## src/rtl/instr_fetch_if.sv

```systemverilog
// Instruction-memory read port between the fetch unit (master) and memory (slave).
// imem_addr is held stable by the master from imem_req rising until the imem_ack cycle.
interface instr_fetch_if;
  logic        imem_req;
  logic [63:0] imem_addr;
  logic        imem_ack;
  logic [31:0] imem_rdata;

  modport master (
    output imem_req,
    output imem_addr,
    input  imem_ack,
    input  imem_rdata
  );

  modport slave (
    input  imem_req,
    input  imem_addr,
    output imem_ack,
    output imem_rdata
  );
endinterface : instr_fetch_if

```

## src/rtl/instr_fetch.sv

```systemverilog
// Fetch stage: one outstanding instruction-memory read, a one-entry skid buffer for
// words returned during a decode stall, and redirect handling that discards stale returns.
module instr_fetch (
  input  logic                 clk,
  input  logic                 reset,
  input  logic                 stall,
  input  logic                 br_taken,
  input  logic [63:0]          br_target,
  instr_fetch_if.master        imem,
  output logic                 id_valid,
  output logic [31:0]          id_inst,
  output logic [63:0]          id_pc
);

  typedef enum logic [1:0] {
    S_BOOT = 2'd0,
    S_REQ  = 2'd1,
    S_HOLD = 2'd2,
    S_KILL = 2'd3
  } state_e;

  state_e      state_q, state_d;
  logic [63:0] pc_q, pc_d;
  logic [63:0] req_addr_q, req_addr_d;
  logic        id_valid_q, id_valid_d;
  logic [31:0] id_inst_q, id_inst_d;
  logic [63:0] id_pc_q, id_pc_d;
  logic [31:0] skid_inst_q, skid_inst_d;
  logic [63:0] skid_pc_q, skid_pc_d;

  logic take_word;
  logic drain_skid;

  // A returned word is usable only in REQ; in KILL it belongs to a squashed path.
  assign take_word  = (state_q == S_REQ) && imem.imem_ack;
  assign drain_skid = (state_q == S_HOLD) && !stall;

  // ---------------------------------------------------------------- state register
  always_ff @(posedge clk or negedge reset) begin
    if (!reset) begin
      state_q <= S_BOOT;
    end else begin
      // NOTE: sequential state uses non-blocking assignments so every register
      // samples pre-edge values regardless of process evaluation order.
      state_q <= state_d;
    end
  end

  // ---------------------------------------------------------------- next state
  always_comb begin
    // NOTE: default first so no path leaves state_d unassigned (no latch).
    state_d = state_q;
    unique case (state_q)
      S_BOOT: state_d = S_REQ;
      S_REQ: begin
        if (imem.imem_ack) begin
          state_d = (stall && !br_taken) ? S_HOLD : S_REQ;
        end else if (br_taken) begin
          state_d = S_KILL;
        end
      end
      S_HOLD: begin
        if (br_taken || !stall) state_d = S_REQ;
      end
      S_KILL: begin
        if (imem.imem_ack) state_d = S_REQ;
      end
      default: state_d = S_BOOT;
    endcase
  end

  // ---------------------------------------------------------------- outputs
  always_comb begin
    imem.imem_req = (state_q == S_REQ) || (state_q == S_KILL);
  end

  assign imem.imem_addr = req_addr_q;
  assign id_valid       = id_valid_q;
  assign id_inst        = id_inst_q;
  assign id_pc          = id_pc_q;

  // ---------------------------------------------------------------- datapath next
  always_comb begin
    pc_d        = pc_q;
    req_addr_d  = req_addr_q;
    id_valid_d  = id_valid_q;
    id_inst_d   = id_inst_q;
    id_pc_d     = id_pc_q;
    skid_inst_d = skid_inst_q;
    skid_pc_d   = skid_pc_q;

    if (br_taken) begin
      // Redirect wins over stall: squash IF/ID and the skid, realign the target.
      pc_d        = {br_target[63:2], 2'b00};
      id_valid_d  = 1'b0;
      id_inst_d   = '0;
      id_pc_d     = '0;
      skid_inst_d = '0;
      skid_pc_d   = '0;
    end else if (take_word && !stall) begin
      id_valid_d = 1'b1;
      id_inst_d  = imem.imem_rdata;
      id_pc_d    = req_addr_q;
      pc_d       = pc_q + 64'd4;
    end else if (take_word) begin
      skid_inst_d = imem.imem_rdata;
      skid_pc_d   = req_addr_q;
    end else if (drain_skid) begin
      id_valid_d  = 1'b1;
      id_inst_d   = skid_inst_q;
      id_pc_d     = skid_pc_q;
      pc_d        = pc_q + 64'd4;
      skid_inst_d = '0;
      skid_pc_d   = '0;
    end else if (!stall) begin
      // Decode consumed the previous word and nothing new arrived: insert a bubble.
      id_valid_d = 1'b0;
      id_inst_d  = '0;
      id_pc_d    = '0;
    end

    // A fresh request starts whenever REQ is entered or the current one completes.
    if ((state_d == S_REQ) && ((state_q != S_REQ) || imem.imem_ack)) begin
      req_addr_d = pc_d;
    end
  end

  // ---------------------------------------------------------------- datapath regs
  always_ff @(posedge clk or negedge reset) begin
    if (!reset) begin
      // NOTE: the skid entry is reset along with everything else so a stale word
      // can never be drained after reset.
      pc_q        <= '0;
      req_addr_q  <= '0;
      id_valid_q  <= 1'b0;
      id_inst_q   <= '0;
      id_pc_q     <= '0;
      skid_inst_q <= '0;
      skid_pc_q   <= '0;
    end else begin
      pc_q        <= pc_d;
      req_addr_q  <= req_addr_d;
      id_valid_q  <= id_valid_d;
      id_inst_q   <= id_inst_d;
      id_pc_q     <= id_pc_d;
      skid_inst_q <= skid_inst_d;
      skid_pc_q   <= skid_pc_d;
    end
  end

endmodule : instr_fetch
```

## src/flat_wrapper.sv

```systemverilog
// flat-port wrapper written by rule: the top's interface ports become plain ports
module instr_fetch_flat 
  (clk, reset, stall, br_taken, br_target, id_valid, id_inst, id_pc, imem_imem_req, imem_imem_addr, imem_imem_ack, imem_imem_rdata);
  instr_fetch_if imem_i ();
  input  logic clk;
  input  logic reset;
  input  logic stall;
  input  logic br_taken;
  input  logic [63:0] br_target;
  output logic id_valid;
  output logic [31:0] id_inst;
  output logic [63:0] id_pc;
  output wire logic [$bits(imem_i.imem_req)-1:0] imem_imem_req;
  output wire logic [$bits(imem_i.imem_addr)-1:0] imem_imem_addr;
  input wire logic [$bits(imem_i.imem_ack)-1:0] imem_imem_ack;
  input wire logic [$bits(imem_i.imem_rdata)-1:0] imem_imem_rdata;
  assign imem_imem_req = imem_i.imem_req;
  assign imem_imem_addr = imem_i.imem_addr;
  assign imem_i.imem_ack = imem_imem_ack;
  assign imem_i.imem_rdata = imem_imem_rdata;
  instr_fetch u_core (.clk(clk), .reset(reset), .stall(stall), .br_taken(br_taken), .br_target(br_target), .imem(imem_i), .id_valid(id_valid), .id_inst(id_inst), .id_pc(id_pc));
endmodule
```

## config.mk

```make
export PLATFORM = sky130hd
export DESIGN_NAME = instr_fetch_flat
export DESIGN_NICKNAME = d
export VERILOG_FILES = /design/src/rtl/instr_fetch_if.sv /design/src/rtl/instr_fetch.sv /design/src/flat_wrapper.sv
export SDC_FILE = /design/constraint.sdc
export NUM_CORES = 1
export LEC_CHECK = 0
export CAP_MARGIN = 10
export CORE_AREA = 5 5 193 195
export CTS_BUF_LIST = sky130_fd_sc_hd__clkbuf_4
export CTS_CLUSTER_DIAMETER = 60
export CTS_CLUSTER_SIZE = 16
export DETAILED_ROUTE_END_ITERATION = 10
export DIE_AREA = 0 0 198 200
export HOLD_SLACK_MARGIN = 0.03
export PLACE_DENSITY_LB_ADDON = 0.25
export SLEW_MARGIN = 15
export SYNTH_ARGS = -nofsm -noshare
export SYNTH_HDL_FRONTEND = slang
export SYNTH_SLANG_ARGS = --single-unit
export TNS_END_PERCENT = 30
```

## constraint.sdc

```tcl
create_clock -name clk -period 8.15 [get_ports clk]
set_input_delay 0.815 -clock clk [delete_from_list [all_inputs] [get_ports clk]]
set_output_delay 0.815 -clock clk [all_outputs]
set_load 0.02 [all_outputs]
```

[Word-level counts from Yosys, hierarchy flattened]
Cells that the tools add are included.
Cells by class
  add/sub/neg operators: 1
  multiply operators: 0
  divide/modulo/power cells: 0
  magnitude comparators: 0
  equality and inequality tests: 8
  shift operators: 0
  muxes and demuxes: 33
  bitwise gates (word level): 0
  reductions and logical operators: 14
Operator list (count)
  $mux 64: 13
  $mux 32: 9
  $add 64x3->64 const B: 1
  $mux 2: 5
  $pmux 2 s4: 1
  $logic_and 1x1->1: 5
  $mux 1: 5
  $eq 2x1->1 const B: 2
  $eq 2x2->1 const B: 2
  $ne 4x1->1 const B: 1
  $reduce_and 2->1: 2
  $logic_or 1x1->1: 3
  $ne 3x3->1 const B: 1
  $reduce_bool 3->1: 1
  $logic_not 1->1: 2
  $logic_not 2->1: 1
  $ne 2x1->1 const B: 1
  $ne 2x2->1 const B: 1
Word-level totals
  flip-flop bits (word level): 323
  latch bits: 0
  RAM bits: 0
  ROM bits: 0
  bits of input ports: 101
  output and inout port bits: 162
  word-level logic and storage cells: 64
  memories: 0

[Logic depth before layout (Yosys ltp)]
  depth in word-level cells: 7
  depth in mapped cells: 8
  depth with buffers taken out: 6

[Worst setup path before layout]
No wires, ideal clock.
  path kind: input-to-reg
  from: input port stall
  to: register u_core.req_addr_q[45], in the netlist u_core.imem.imem_addr[45]
  setup time: 0.126 ns
  data arrival time: 2.994 ns
  required time: 8.024 ns
  path slack: 5.030 ns
  stages: 8
  buffers on the path: 2
  cell sequence: or3b_1 > clkbuf_2 > a2111o_1 > or4_4 > buf_6 > nor3_1 > xor2_1 > a221o_1
Between the ends
  longest elaborated chain between the ends: 6
  elaborated cells on any way between the ends: 15
  those cells by class: 1 x eq/ne; 8 x mux; 6 x reduce/logical
RTL lines
  start, declared: RTL line flat_wrapper.sv:7  | input logic stall;
  $logic_and 1x1->1 / $logic_not 1->1 (equally long branches)
  $mux 2 (tied with other cells): RTL line instr_fetch.sv:57  | state_d = (stall && !br_taken) ? S_HOLD : S_REQ;
  $mux 2 (tied with other cells): RTL line instr_fetch.sv:56  | if (imem.imem_ack) begin
  $pmux 2 s4 / $mux 64 (equally long branches): RTL line instr_fetch.sv:53, instr_fetch.sv:105
  $eq 2x1->1 / $mux 64 (equally long branches): RTL line instr_fetch.sv:123, instr_fetch.sv:100
  $logic_and 1x1->1 / $mux 64 (equally long branches): RTL line instr_fetch.sv:123, instr_fetch.sv:92
  end signal, assigned: RTL line instr_fetch.sv:142  | req_addr_q <= req_addr_d;
  end, declared: RTL line instr_fetch.sv:24  | logic [63:0] req_addr_q, req_addr_d;
Several ways; a longest one is shown, not always the timed one.
A chain may end at the register's enable or synchronous reset.

[Final worst setup path]
  from: input port imem_imem_ack
  to: register u_core.req_addr_q[54], in the netlist u_core.imem.imem_addr[54]
Between the ends
  longest elaborated chain between the ends: 4
  elaborated cells on any way between the ends: 11
  those cells by class: 1 x eq/ne; 6 x mux; 4 x reduce/logical
RTL lines
  start, declared: RTL line flat_wrapper.sv:15  | input wire logic [$bits(imem_i.imem_ack)-1:0] imem_imem_ack;
  $mux 2 (tied with other cells): RTL line instr_fetch.sv:66  | if (imem.imem_ack) state_d = S_REQ;
  $pmux 2 s4 (tied with other cells): RTL line instr_fetch.sv:53  | unique case (state_q)
  $eq 2x1->1 / $mux 64 (equally long branches): RTL line instr_fetch.sv:123, instr_fetch.sv:100
  $logic_and 1x1->1 / $mux 64 (equally long branches): RTL line instr_fetch.sv:123, instr_fetch.sv:92
Several ways; a longest one is shown, not always the timed one.

==> flow_metrics.env <==
export IMPL_yosysMostFrequentCell="dfrtp_1"
export IMPL_startpoint_type="primary input"
export IMPL_area_growth_synth_to_final_pct=24.3
export IMPL_die_w_microns=198
export IMPL_cap_viol_max_count=0
export IMPL_slew_viol_final=0
export IMPL_path_delay_family="simple AND/OR/NAND/NOR gates"
export IMPL_period_share_pct=41.8
export IMPL_p_per_area_nw_per_um2=193
export IMPL_cts_buffers=29
export IMPL_finalSetupViolCount=0
export IMPL_cp_slowest_stage_delay_ns=0.67
export IMPL_dp_slack_ns=3.93
export IMPL_relSlewSlack_pct=25.1
export IMPL_grtUsageMet2_pct=34.0
export IMPL_synth_top_cells_by_count="323 x dfrtp_1, 123 x nor2_1, 98 x a22o_1, 96 x a222oi_1, 78 x clkbuf_1"
export IMPL_grt_usage_pct=20.7
export IMPL_rows=69
export IMPL_drt_wirelength_per_cell_microns=22.5
export IMPL_die_height_microns=200
export IMPL_cp_cell_sequence="clkdlybuf4s50_1, nor4bb_4, buf_4, o21ai_1, or4_1, nor3_1, mux2i_1, a211o_1"
export IMPL_switching_share_pct=31.3
export IMPL_crit_path_max_fanout=45
export IMPL_path_class="primary input to flip-flop"
export IMPL_slowest_stage="or4_1"
export IMPL_finalWirelength_microns=42300
export IMPL_clock_sinks=323
export IMPL_drt_pass1_iterations=10
export IMPL_synth_fp_nets=1294
export IMPL_grt_overflow=0
export IMPL_cts_repair_resized=0
export IMPL_cts_htree_levels=1
export IMPL_cts_hold_buf=0
export IMPL_comb_power_share_pct=19.0
export IMPL_worst_slack_ns=4.75
export IMPL_post_synth_cell_area_avg_sq_um=11.7
export IMPL_nets=1500
export IMPL_grt_pass1_wl_microns=65800
export IMPL_clockBufferDepth=3
export IMPL_p_int_w=0.00230
export IMPL_finalHoldViolCount=0
export IMPL_io_pins=263
export IMPL_clkTransAtPathRegs_ns=0.16
export IMPL_drive_gt1_share_pct=9.60
export IMPL_synth_cell_types=55
export IMPL_synth_top_area_cell="dfrtp_1"
export IMPL_hp_class="primary input to async pin"
export IMPL_vias=11100
export IMPL_async_flop_share_pct=100
export IMPL_drc=0
export IMPL_use_met1_pct=28.6
export IMPL_critical_path_startpoint="imem_imem_ack"
export IMPL_reg2reg_from="u_core.state_q[0]$_DFF_PN0_"
export IMPL_postCtsSetupRepairBufs=0
export IMPL_grt_max_degree=155
export IMPL_worstSkewPairLatency_ns=0.76
export IMPL_yosys_warnings=0
export IMPL_path_buf_inv=2
export IMPL_io_buffers=260
export IMPL_synth_top_area_share_pct=58.1
export IMPL_drtIter0Drc=1145
export IMPL_cts_tree="built"
export IMPL_seq_area_frac_synth_pct=58.1
export IMPL_tightest_slew_ns=1.12
export IMPL_fin_crit_ns=3.40
export IMPL_synth_edff_count=0
export IMPL_ant_nets=0
export IMPL_power_switching_w=0.00105
export IMPL_worst_ep_arrival_time_ns=4.06
export IMPL_rsz0062_at_grt="false"
export IMPL_netlist_instances=1192
export IMPL_leakage_nw=7.37
export IMPL_tns_ns=0
export IMPL_status="finished, final reports clean"
export IMPL_grtUsageMet3_pct=3.32
export IMPL_end_kind="flip-flop"
export IMPL_grt_antenna_before_repair=4
export IMPL_clock_skew_ns=0.0324
export IMPL_grt_pass1_vias=11400
export IMPL_ys_flop_type="dfrtp_1"
export IMPL_ys_seq_elements=323
export IMPL_place_congestion=0.841
export IMPL_dieArea_sq_um=39600
export IMPL_synth_area_sq_um=13900
export IMPL_ys_top_cells_by_area="dfrtp_1 58%, a222oi_1 6.9%, a22o_1 6.2%"
export IMPL_p_seq_share_pct=55.8
export IMPL_core_area_sq_um=35200
export IMPL_ir_drop_v=0.000121
export IMPL_dp_hpwl_microns=26600
export IMPL_initial_core_util_pct=39.5
export IMPL_p_clk_share_pct=25.1
export IMPL_required_ns=8.81
export IMPL_clockRootBuffer="clkbuf_4"
export IMPL_fmax_mhz=294
export IMPL_viasPerCell=5.89
export IMPL_grt_busiest_layer="met2"
## layer usage
layer  vias up  wire length, microns
met5         -                    13
met4         2                  1030
met3        58                  2520
met2       380                 20200
met1      5651                 18500
li1       4976                     -
## final cells by class
type	instances	area, sq um
clock inverter	17	174
timing repair buffer	274	2720
multi-input combinational	757	5440
clock buffer	32	240
antenna	3	7.51
inverter	13	48.8
sequential	323	8080
tap	461	577
fill	3234	17900
## path summary, 6_finish.rpt
| kind | to | slack, ns | depth (start not counted) |
|---|---|---|---|
| worst max-delay path | u_core.imem.imem_addr[54]$_DFFE_PN0P_ | 4.75 | 8 |
| worst min-delay path | u_core.id_inst[5]$_DFFE_PN0P_ | 0.06 | 1 |
| worst max register to register | u_core.imem.imem_addr[60]$_DFFE_PN0P_ | 4.77 | 6 |
| worst min register to register | u_core.skid_pc_q[7]$_DFFE_PN0P_ | 0.53 | 1 |
| max in group asynchronous | u_core.skid_pc_q[24]$_DFFE_PN0P_ | 6.64 | 2 |
| min in group clk | u_core.id_pc[13]$_DFFE_PN0P_ | 0.49 | 2 |
## power by group through the flow
| stage | clock network (W) | registers, W | logic, W |
|---|---|---|---|
| global placement | 0 | 0.00189 | 0.000637 |
| detailed placement | 0 | 0.00190 | 0.000642 |
| global route | 0.000927 | 0.00189 | 0.000687 |
| floorplan | 0 | 0.00194 | 0.000244 |
| finish | 0.000840 | 0.00187 | 0.000636 |
| CTS | 0.000877 | 0.00187 | 0.000645 |
## logic make-up after synthesis
group,synth area share [%]
simple gates,13.1
xor+xnor,3.21
compound gates,17.6
buf+inv,3.09
mux,4.73
fa+ha+maj,0.0899
flops,58.1
## through the flow
stage          instance area, sq um  hold slack [ns]  cells  utilization, %  power, W
2_1_floorplan                 13900            0.469   1192               -   0.00219
3_3_place_gp                  16900            0.488   1828            47.9   0.00253
3_5_place_dp                  16900            0.492   1828            47.9   0.00254
4_1_cts                       17300           0.0421   1877            49.1   0.00339
5_1_grt                       17300           0.0604   1880            49.1   0.00350
6_report                      17300           0.0575   1880            49.1   0.00334
## sequential cells by signal, summed over array words and instances (netlist names)
name	count
u_core.state_q	2
u_core.skid_inst_q	32
u_core.pc_q	64
u_core.skid_pc_q	64
u_core.id_valid	1
u_core.imem.imem_addr	64
u_core.id_inst	32
u_core.id_pc	64
## worst reg2reg max path, delay by kind of cell (launching register included)
family | cells | cell delay (ns)
AND/OR/NAND/NOR | 3 | 1.76
AO/OA/AOI/OAI | 2 | 0.83
flip-flops | 1 | 0.55
XOR/XNOR | 1 | 0.16
## placed cells by master (no fill, tap or decap), types with 5 or more instances in the layout
cell	instances
dfrtp_1	323
buf_4	14
xor2_1	28
and3_1	33
and4_1	8
a222oi_1	96
a22o_1	97
nor4_1	12
inv_1	13
nor3_1	20
nand4_1	26
xnor2_1	23
clkdlybuf4s50_1	257
or4_1	5
o21ai_0	31
mux2_2	54
nand2_1	73
mux2i_1	5
nor2_1	121
a221o_1	26
nand3_1	30
clkbuf_4	32
nor2b_1	8
a21oi_1	6
or3_1	5
Power figures use the tool's default switching activity.
